**src/rtl/layer7_argmax_if.sv**
```systemverilog
// Bus between the layer-7 score source / readback master and the argmax block.
// result_valid is a one-way strobe: the block accepts every valid sample and never back-pressures.
interface layer7_argmax_if #(
    parameter int IDX_W = 4
);
    logic             start;
    logic [15:0]      result_data;
    logic             result_valid;
    logic [IDX_W-1:0] rd_addr;
    logic [15:0]      rd_data;
    logic             busy;
    logic             done;
    logic [IDX_W-1:0] class_index;
    logic [15:0]      class_score;
    logic             err_extra;
    logic [1:0]       dbg_state;

    modport master (
        output start, result_data, result_valid, rd_addr,
        input  rd_data, busy, done, class_index, class_score, err_extra, dbg_state
    );

    modport slave (
        input  start, result_data, result_valid, rd_addr,
        output rd_data, busy, done, class_index, class_score, err_extra, dbg_state
    );
endinterface

```
**src/rtl/layer7_argmax.sv**
```systemverilog
// Collects NUM_CLASS signed Q6.10 scores per frame, tracks the running maximum
// (ties keep the lower index) and keeps every score in a readable buffer.
module layer7_argmax #(
    parameter int NUM_CLASS = 10,
    parameter int IDX_W     = 4
) (
    input  logic                 clk,
    input  logic                 rst,
    layer7_argmax_if.slave       bus
);
    typedef enum logic [1:0] {
        ST_IDLE    = 2'd0,
        ST_COLLECT = 2'd1,
        ST_DONE    = 2'd2
    } state_t;

    localparam logic [IDX_W-1:0] LAST_IDX = IDX_W'(NUM_CLASS - 1);

    state_t           state_q, state_d;
    logic [IDX_W-1:0] count_q, count_d;
    logic [IDX_W-1:0] idx_q, idx_d;
    logic [15:0]      score_q, score_d;
    logic             err_q, err_d;
    logic             wr_en;
    logic [15:0]      rd_data_q;
    logic [15:0]      buf_q [NUM_CLASS];

    always_ff @(posedge clk) begin
        if (rst) begin
            state_q <= ST_IDLE;
            count_q <= '0;
            idx_q   <= '0;
            score_q <= '0;
            err_q   <= 1'b0;
        end else begin
            state_q <= state_d;
            count_q <= count_d;
            idx_q   <= idx_d;
            score_q <= score_d;
            err_q   <= err_d;
        end
    end

    always_comb begin
        state_d = state_q;
        count_d = count_q;
        idx_d   = idx_q;
        score_d = score_q;
        err_d   = err_q;
        wr_en   = 1'b0;
        if (bus.start) begin
            // A simultaneous valid sample is dropped silently.
            state_d = ST_COLLECT;
            count_d = '0;
            idx_d   = '0;
            score_d = '0;
        end else if (bus.result_valid) begin
            if (state_q == ST_COLLECT) begin
                wr_en = 1'b1;
                if (count_q == '0 || $signed(bus.result_data) > $signed(score_q)) begin
                    idx_d   = count_q;
                    score_d = bus.result_data;
                end
                if (count_q == LAST_IDX) begin
                    count_d = '0;
                    state_d = ST_DONE;
                end else begin
                    count_d = count_q + 1'b1;
                end
            end else begin
                err_d = 1'b1;
            end
        end
    end

    // Score buffer is deliberately not reset; rst only blocks writes.
    always_ff @(posedge clk) begin
        if (!rst && wr_en) begin
            buf_q[count_q] <= bus.result_data;
        end
    end

    always_ff @(posedge clk) begin
        if (rst) begin
            rd_data_q <= '0;
        end else if ({1'b0, bus.rd_addr} < (IDX_W + 1)'(NUM_CLASS)) begin
            rd_data_q <= buf_q[bus.rd_addr];
        end else begin
            rd_data_q <= '0;
        end
    end

    assign bus.rd_data     = rd_data_q;
    assign bus.busy        = (state_q == ST_COLLECT);
    assign bus.done        = (state_q == ST_DONE);
    assign bus.class_index = idx_q;
    assign bus.class_score = score_q;
    assign bus.err_extra   = err_q;
    assign bus.dbg_state   = state_q;
endmodule

```
**src/flat_wrapper.sv**
```systemverilog
// flat-port wrapper written by rule: the top's interface ports become plain ports
module layer7_argmax_flat 
#(
    parameter int NUM_CLASS = 10,
    parameter int IDX_W     = 4
)
  (clk, rst, bus_start, bus_result_data, bus_result_valid, bus_rd_addr, bus_rd_data, bus_busy, bus_done, bus_class_index, bus_class_score, bus_err_extra, bus_dbg_state);
  layer7_argmax_if #(.IDX_W(IDX_W)) bus_i ();
  input  logic clk;
  input  logic rst;
  input wire logic [$bits(bus_i.start)-1:0] bus_start;
  input wire logic [$bits(bus_i.result_data)-1:0] bus_result_data;
  input wire logic [$bits(bus_i.result_valid)-1:0] bus_result_valid;
  input wire logic [$bits(bus_i.rd_addr)-1:0] bus_rd_addr;
  output wire logic [$bits(bus_i.rd_data)-1:0] bus_rd_data;
  output wire logic [$bits(bus_i.busy)-1:0] bus_busy;
  output wire logic [$bits(bus_i.done)-1:0] bus_done;
  output wire logic [$bits(bus_i.class_index)-1:0] bus_class_index;
  output wire logic [$bits(bus_i.class_score)-1:0] bus_class_score;
  output wire logic [$bits(bus_i.err_extra)-1:0] bus_err_extra;
  output wire logic [$bits(bus_i.dbg_state)-1:0] bus_dbg_state;
  assign bus_i.start = bus_start;
  assign bus_i.result_data = bus_result_data;
  assign bus_i.result_valid = bus_result_valid;
  assign bus_i.rd_addr = bus_rd_addr;
  assign bus_rd_data = bus_i.rd_data;
  assign bus_busy = bus_i.busy;
  assign bus_done = bus_i.done;
  assign bus_class_index = bus_i.class_index;
  assign bus_class_score = bus_i.class_score;
  assign bus_err_extra = bus_i.err_extra;
  assign bus_dbg_state = bus_i.dbg_state;
  layer7_argmax #(.NUM_CLASS(NUM_CLASS), .IDX_W(IDX_W)) u_core (.clk(clk), .rst(rst), .bus(bus_i));
endmodule
```
**config.mk**
```make
export PLATFORM = sky130hd
export DESIGN_NAME = layer7_argmax_flat
export DESIGN_NICKNAME = d
export VERILOG_FILES = /design/src/rtl/layer7_argmax_if.sv /design/src/rtl/layer7_argmax.sv /design/src/flat_wrapper.sv
export SDC_FILE = /design/constraint.sdc
export NUM_CORES = 1
export LEC_CHECK = 0
export CORE_AREA = 2 2 127 129
export CTS_BUF_LIST = sky130_fd_sc_hd__clkbuf_8
export CTS_CLUSTER_DIAMETER = 80
export CTS_CLUSTER_SIZE = 24
export DETAILED_ROUTE_END_ITERATION = 8
export DIE_AREA = 0 0 129 131
export PLACE_DENSITY = 0.81
export SLEW_MARGIN = 5
export SYNTH_ARGS = -nofsm -noshare
export SYNTH_HDL_FRONTEND = slang
export SYNTH_SLANG_ARGS = --single-unit
```
**constraint.sdc**
```tcl
create_clock -name clk -period 3.1 [get_ports clk]
set_input_delay 0.31 -clock clk [delete_from_list [all_inputs] [get_ports clk]]
set_output_delay 0.31 -clock clk [all_outputs]
set_load 0.02 [all_outputs]
```
# Word level (Yosys, flattened, before mapping)

Memory sizes are Yosys's and may differ from the RTL's. A register that Yosys moved wholly into a read port is not among the register bits.
Cells that the tools add are included.

Bitwise logic cells: 3
Equality and inequality tests: 3
Order comparisons: 2
Reductions and logical operators: 14
Muxes and demuxes: 10
Add/subtract/negate cells: 1

Operators by type and width:

| cell                                                                  | number |
|---|---|
| 16-bit > comparator                                                   | 1 |
| 3-bit AND reduction                                                   | 4 |
| 1-bit 2-to-1 mux                                                      | 9 |
| 2-bit nonzero test                                                    | 3 |
| 4-bit by 1-bit adder with 4-bit output, second input constant         | 1 |
| 4-bit equality test, second input constant                            | 1 |
| 4-bit zero test                                                       | 1 |
| 4-bit < comparator, second input constant                             | 1 |
| 4-bit 2-to-1 mux                                                      | 1 |
| 2-bit OR reduction                                                    | 2 |
| 1-bit NOT                                                             | 3 |
| 2-bit by 1-bit equality test with 1-bit output, second input constant | 1 |
| 2-bit equality test, second input constant                            | 1 |
| 2-bit AND reduction                                                   | 1 |
| 1-bit logical AND                                                     | 1 |
| 1-bit zero test                                                       | 1 |
| 1-bit logical OR                                                      | 1 |

Memories: 1
Memory bits (writable): 160
Logic and storage cells: 40
Output and inout bits: 41
Bits in registers: 27

Memories:

| memory       | words | width | read ports | clocked after Yosys merged registers in | wr ports | line                | source |
|---|---|---|---|---|---|---|---|
| u_core.buf_q | 10    | 16    | 1          | 1                                       | 1        | layer7_argmax.sv:26 | `logic [15:0] buf_q [NUM_CLASS];` |

# Depth between registers and ports, before layout

Depth in word-level cells: 7
Mapped depth: 9
Mapped depth without buffers: 8

# Least setup slack after synthesis

Ideal clock, no wire load.

Path type: register -> register
Start: register u_core.state_q[0] (netlist: u_core.bus.dbg_state[0])
End: memory u_core.buf_q[8][0] (enable)
Cell stages (with the launch flop): 5
Arrival time: 2,678 ps
Library setup time: 430 ps
Setup slack: -8 ps
Cells stage by stage: dfxtp_1 -> nor2b_4 -> and2_2 -> nand2_1 -> nor4_1

Longest elaborated chain between the ends: 7

RTL lines:

| what                                           | line                | source |
|---|---|---|
| start, declared                                | layer7_argmax.sv:19 | `state_t state_q, state_d;` |
| start signal, assigned                         | layer7_argmax.sv:36 | `state_q <= state_d;` |
| 2-bit by 1-bit equality test with 1-bit output | -                   |  |
| net bus_busy                                   | flat_wrapper.sv:16  | `output wire logic [$bits(bus_i.busy)-1:0] bus_busy;` |
| 1-bit 2-to-1 mux                               | layer7_argmax.sv:58 | `if (state_q == ST_COLLECT) begin` |
| 1-bit 2-to-1 mux                               | layer7_argmax.sv:57 | `end else if (bus.result_valid) begin` |
| 1-bit 2-to-1 mux                               | layer7_argmax.sv:51 | `if (bus.start) begin` |
| 1-bit logical AND                              | layer7_argmax.sv:78 | `if (!rst && wr_en) begin` |
| 1-bit 2-to-1 mux                               | layer7_argmax.sv:78 |  |
| 1-bit 2-to-1 mux (implied by the code)         | layer7_argmax.sv:79 | `buf_q[count_q] <= bus.result_data;` |
| end, declared                                  | layer7_argmax.sv:26 |  |

The timed path passes the listed nets, and every way through them passes these cells.

# Worst setup path after layout

Start: input port bus_result_data[14]
End: register u_core.idx_q[0] (netlist: u_core.bus.class_index[0])

Longest elaborated chain between the ends: 3

RTL lines:

| what                          | line                | source |
|---|---|---|
| start, declared               | flat_wrapper.sv:12  | `input wire logic [$bits(bus_i.result_data)-1:0] bus_result_data;` |
| 16-bit > comparator           | layer7_argmax.sv:60 | `if (count_q == '0 \|\| $signed(bus.result_data) > $signed(score_q)) begin` |
| 1-bit logical OR              | layer7_argmax.sv:60 |  |
| 3-bit AND reduction (no line) | -                   |  |
| end signal, assigned          | layer7_argmax.sv:38 | `idx_q <= idx_d;` |
| end, declared                 | layer7_argmax.sv:21 | `logic [IDX_W-1:0] idx_q, idx_d;` |

Every way passes these cells.
A chain may end at the register's enable or synchronous reset.

==> flow_metrics.py <==
metrics = {
    "timing": {
        "period_minus_slack_ps": 2301,
        "fin_worst_skew_ps": 27.06,
        "tns_ps": 0,
        "finalSetupViolCount": 0,
        "worstMarginPinSlew_ps": 737.5,
        "maxSlewViolCount": 0,
        "rsz0062_at_grt": "no",
        "period_share_pct": 74.24,
        "hold_violations": 0,
        "max_freq_mhz": 434.5,
        "fin_hold_ws_ps": 474.2,
        "relSlewSlack_pct": 50.83,
    },
    "global_route": {
        "grt_usage_pct": 19.78,
        "grt_max_degree": 49,
        "antenna_found_initial": 0,
        "gr-total-overflow": 0,
        "grt_pass1_wl_mm": 25.23,
        "grt_pass1_vias": 4523,
    },
    "place": {
        "port_buffers": 64,
        "hpwl_mm": 10.45,
        "post_dp_cell_area_sq_um": 9129,
        "routabilityCongestion": 0.8339,
    },
    "synthesis": {
        "yosys_register_bits": 203,
        "synth.cell_area_sq_um": 8149,
        "yosys_warnings": 0,
        "synthCells": 501,
        "synthesis.nets": 541,
        "synth_edf_count": 160,
        "syn_area_per_cell_sq_um": 16.27,
        "seq_area_frac_synth_pct": 69.52,
        "synthArstFlopShare_pct": 0,
        "synth_ff_type": "edfxtp_1",
        "synth_cell_type_count": 45,
    },
    "clock_network": {
        "post_cts_resized": 0,
        "clkSinkCount": 203,
        "cts_setup_buffers": 0,
        "cts_tree": "done",
        "clk_pin_slew_ps": 140,
        "htree_levels": 1,
        "clockRootBuffer": "clkbuf_8",
        "clock_path_buffers": 3,
        "cts.hold.buffers_added": 0,
        "cts_buffers": 12,
        "clock_latency_ps": 480,
    },
    "power": {
        "p_leak_nw": 3.026,
        "ir_drop_mv": 0.2400,
        "combPwrFrac_pct": 8.4,
        "power.internal_mw": 3.525,
        "seq_power_share_pct": 65.6,
        "power_switching_mw": 0.9959,
        "swShare_pct": 22.03,
        "p_total_mw": 4.521,
        "p_per_area_nw_per_um2": 483.7,
        "power_frac_clock_pct": 26.0,
    },
    "critical_path": {
        "setup.worst_path.start_class": "input pin",
        "critPathRequiredTime_ps": 3510,
        "r2r_setup_slack_ps": 820,
        "end_kind": "register",
        "r2r_cells": 9,
        "cp_max_fo": 20,
        "reg2reg_to": "u_core.bus.class_index[0]$_SDFFE_PP0P_",
        "critPathKind": "in2reg",
        "cp.arrival_ps": 2710,
        "timing.rr.start": "u_core.bus.class_score[7]$_SDFFE_PP0P_",
    },
    "floorplanning": {
        "dieWidth_um": 129,
        "num_rows": 46,
        "io_pins": 65,
        "initial_core_util_pct": 52.25,
        "die_h_um": 131,
        "die_area_sq_um": 16900,
        "core_region_area_sq_um": 15600,
    },
    "worst_hold_path": {
        "min_from": "bus_rd_addr[0]",
        "worstHoldPathCells": 4,
        "min_to": "u_core.bus.rd_data[15]$_SDFF_PP0_",
        "hold_path.class": "in2reg",
    },
    "layout": {
        "drive_gt1_share_pct": 16.47,
        "area_growth_pct": 14.69,
        "nets": 617,
        "final_area_sq_um": 9346,
        "antenna_cells": 0,
        "finish.utilization_pct": 59.92,
    },
    "route": {
        "wl_per_cell_um": 20.47,
        "drc": 0,
        "drtPass1Iterations": 5,
        "met1Wirelength_mm": 6.886,
        "post_drt_via_cell_ratio": 5.737,
        "route.met2.wl_mm": 8.187,
        "drtAntennaViolNets": 0,
        "wl_met3_mm": 1.087,
        "top_layer": "met4",
        "drt-total-wl_mm": 16.36,
        "num_vias": 4584,
        "initialDrtViolationCount": 430,
    },
    "run_status": {
        "status": "completed",
    },
    "flow_run": {
        "cap_viol_max_count": 0,
    },
}
==> metrics by stage <==
step | setup slack, ps | cells
2_1_floorplan | 119.4 | 501
3_3_place_gp | 495.9 | 779
3_5_place_dp | 348.5 | 779
4_1_cts | 835.7 | 799
5_1_grt | 660.3 | 799
6_report | 798.7 | 799
==> layout make-up <==
type                       instances  area (sq um)
clock buffer                      13         178.9
clock inverter                     7         38.79
fill                            1143          6251
inverter                          19         71.32
multi-input combinational        248          2256
sequential                       203          5665
tap                              216         270.3
timing repair buffer              93         865.8
==> power by group through the flow <==
| stage | logic, mW | registers, mW | clock network, mW |
|---|---|---|---|
| final | 0.381 | 2.97 | 1.17 |
| after global placement | 0.369 | 3.03 | 0 |
| after global routing | 0.413 | 2.97 | 1.29 |
| after detailed placement | 0.381 | 3.03 | 0 |
| after CTS | 0.383 | 2.97 | 1.19 |
| after floorplan | 0.197 | 3.05 | 0 |
==> placed cells by master, fill, tap and decap left out, types with 8 or more instances in the layout <==
master and n:
a211oi_1 34, nand3_1 20, dfxtp_1 43, nor2_1 12, clkdlybuf4s50_1 63, clkbuf_8 13, buf_4 28, nand2_1 8
o21ai_1 21, ha_1 16, mux2i_1 16, mux4_2 32, nor2b_1 18, edfxtp_1 160, inv_1 25, a21oi_1 29
==> per-layer routing <==
metal  vias up  GRT usage, %
met3        15         2.524
met2       188         33.89
met4         0         4.412
met1      2287         27.55
li1       2094             -
met5         -             0
==> how the worst max path moves through the flow <==
| stage | from | endpoint | slack, ps |
|---|---|---|---|
| finish | bus_result_data[14] | u_core.bus.class_index[0]$_SDFFE_PP0P_ | 800 |
| global route | bus_result_data[15] | u_core.bus.class_score[5]$_SDFFE_PP0P_ | 660 |
| CTS | bus_result_data[15] | u_core.bus.class_score[1]$_SDFFE_PP0P_ | 840 |
| detailed placement | bus_result_data[15] | u_core.bus.class_score[1]$_SDFFE_PP0P_ | 350 |
| global placement | bus_result_data[15] | u_core.bus.class_index[0]$_SDFFE_PP0P_ | 500 |
| floorplan | u_core.bus.dbg_state[0]$_SDFFE_PP0P_ | u_core.buf_q[0][0]$_DFFE_PP_ | 120 |
==> critical path, cell delays in order <==
cell	delay [ps]
clkdlybuf4s50_1	720
ha_1	330
nand4_1	170
nor3_4	70
a211oi_1	410
o2bb2ai_2	150
buf_4	260
o21ai_1	110
a21oi_1	190
==> registers in the layout (all words and copies together), names as in the netlist <==
register,flops
u_core.buf_q,160
u_core.bus.class_score,16
u_core.bus.rd_data,16
u_core.bus.class_index,4
u_core.count_q,4
u_core.bus.dbg_state,2
u_core.bus.err_extra,1
==> synthesized netlist by cell type (2+ instances only) <==
| cell | instances | area [sq um] |
|---|---|---|
| edfxtp_1 | 160 | 4805 |
| dfxtp_1 | 43 | 860.8 |
| a211oi_1 | 34 | 255.2 |
| mux4_2 | 32 | 720.7 |
| a21oi_1 | 29 | 145.1 |
| o21ai_1 | 21 | 105.1 |
| nand3_1 | 20 | 100.1 |
| inv_1 | 19 | 71.32 |
| nor2b_1 | 18 | 112.6 |
| ha_1 | 16 | 200.2 |
| mux2i_1 | 16 | 160.2 |
| clkbuf_1 | 13 | 48.80 |
| nor2_1 | 12 | 45.04 |
| buf_2 | 8 | 40.04 |
| nand2_1 | 8 | 30.03 |
| buf_6 | 6 | 67.56 |
| nand2b_1 | 5 | 31.28 |
| buf_4 | 4 | 30.03 |
| nor3_1 | 4 | 20.02 |
| o21ai_0 | 4 | 20.02 |
| a21o_1 | 2 | 15.01 |
| nand4_1 | 2 | 12.51 |
| nor3b_1 | 2 | 15.01 |
| or3_2 | 2 | 15.01 |
==> cells by family after synthesis <==
| family | synth area share, % |
|---|---|
| adders and majority gates | 2.457 |
| DFF | 69.52 |
| and+or+nand+nor | 5.942 |
| AOI/OAI and AO/OA | 7.999 |
| muxes | 10.81 |
| xor gates and xnor gates | 0.1075 |
| buffers and inverters | 3.163 |
No activity file was read; power rests on OpenSTA's default activity.
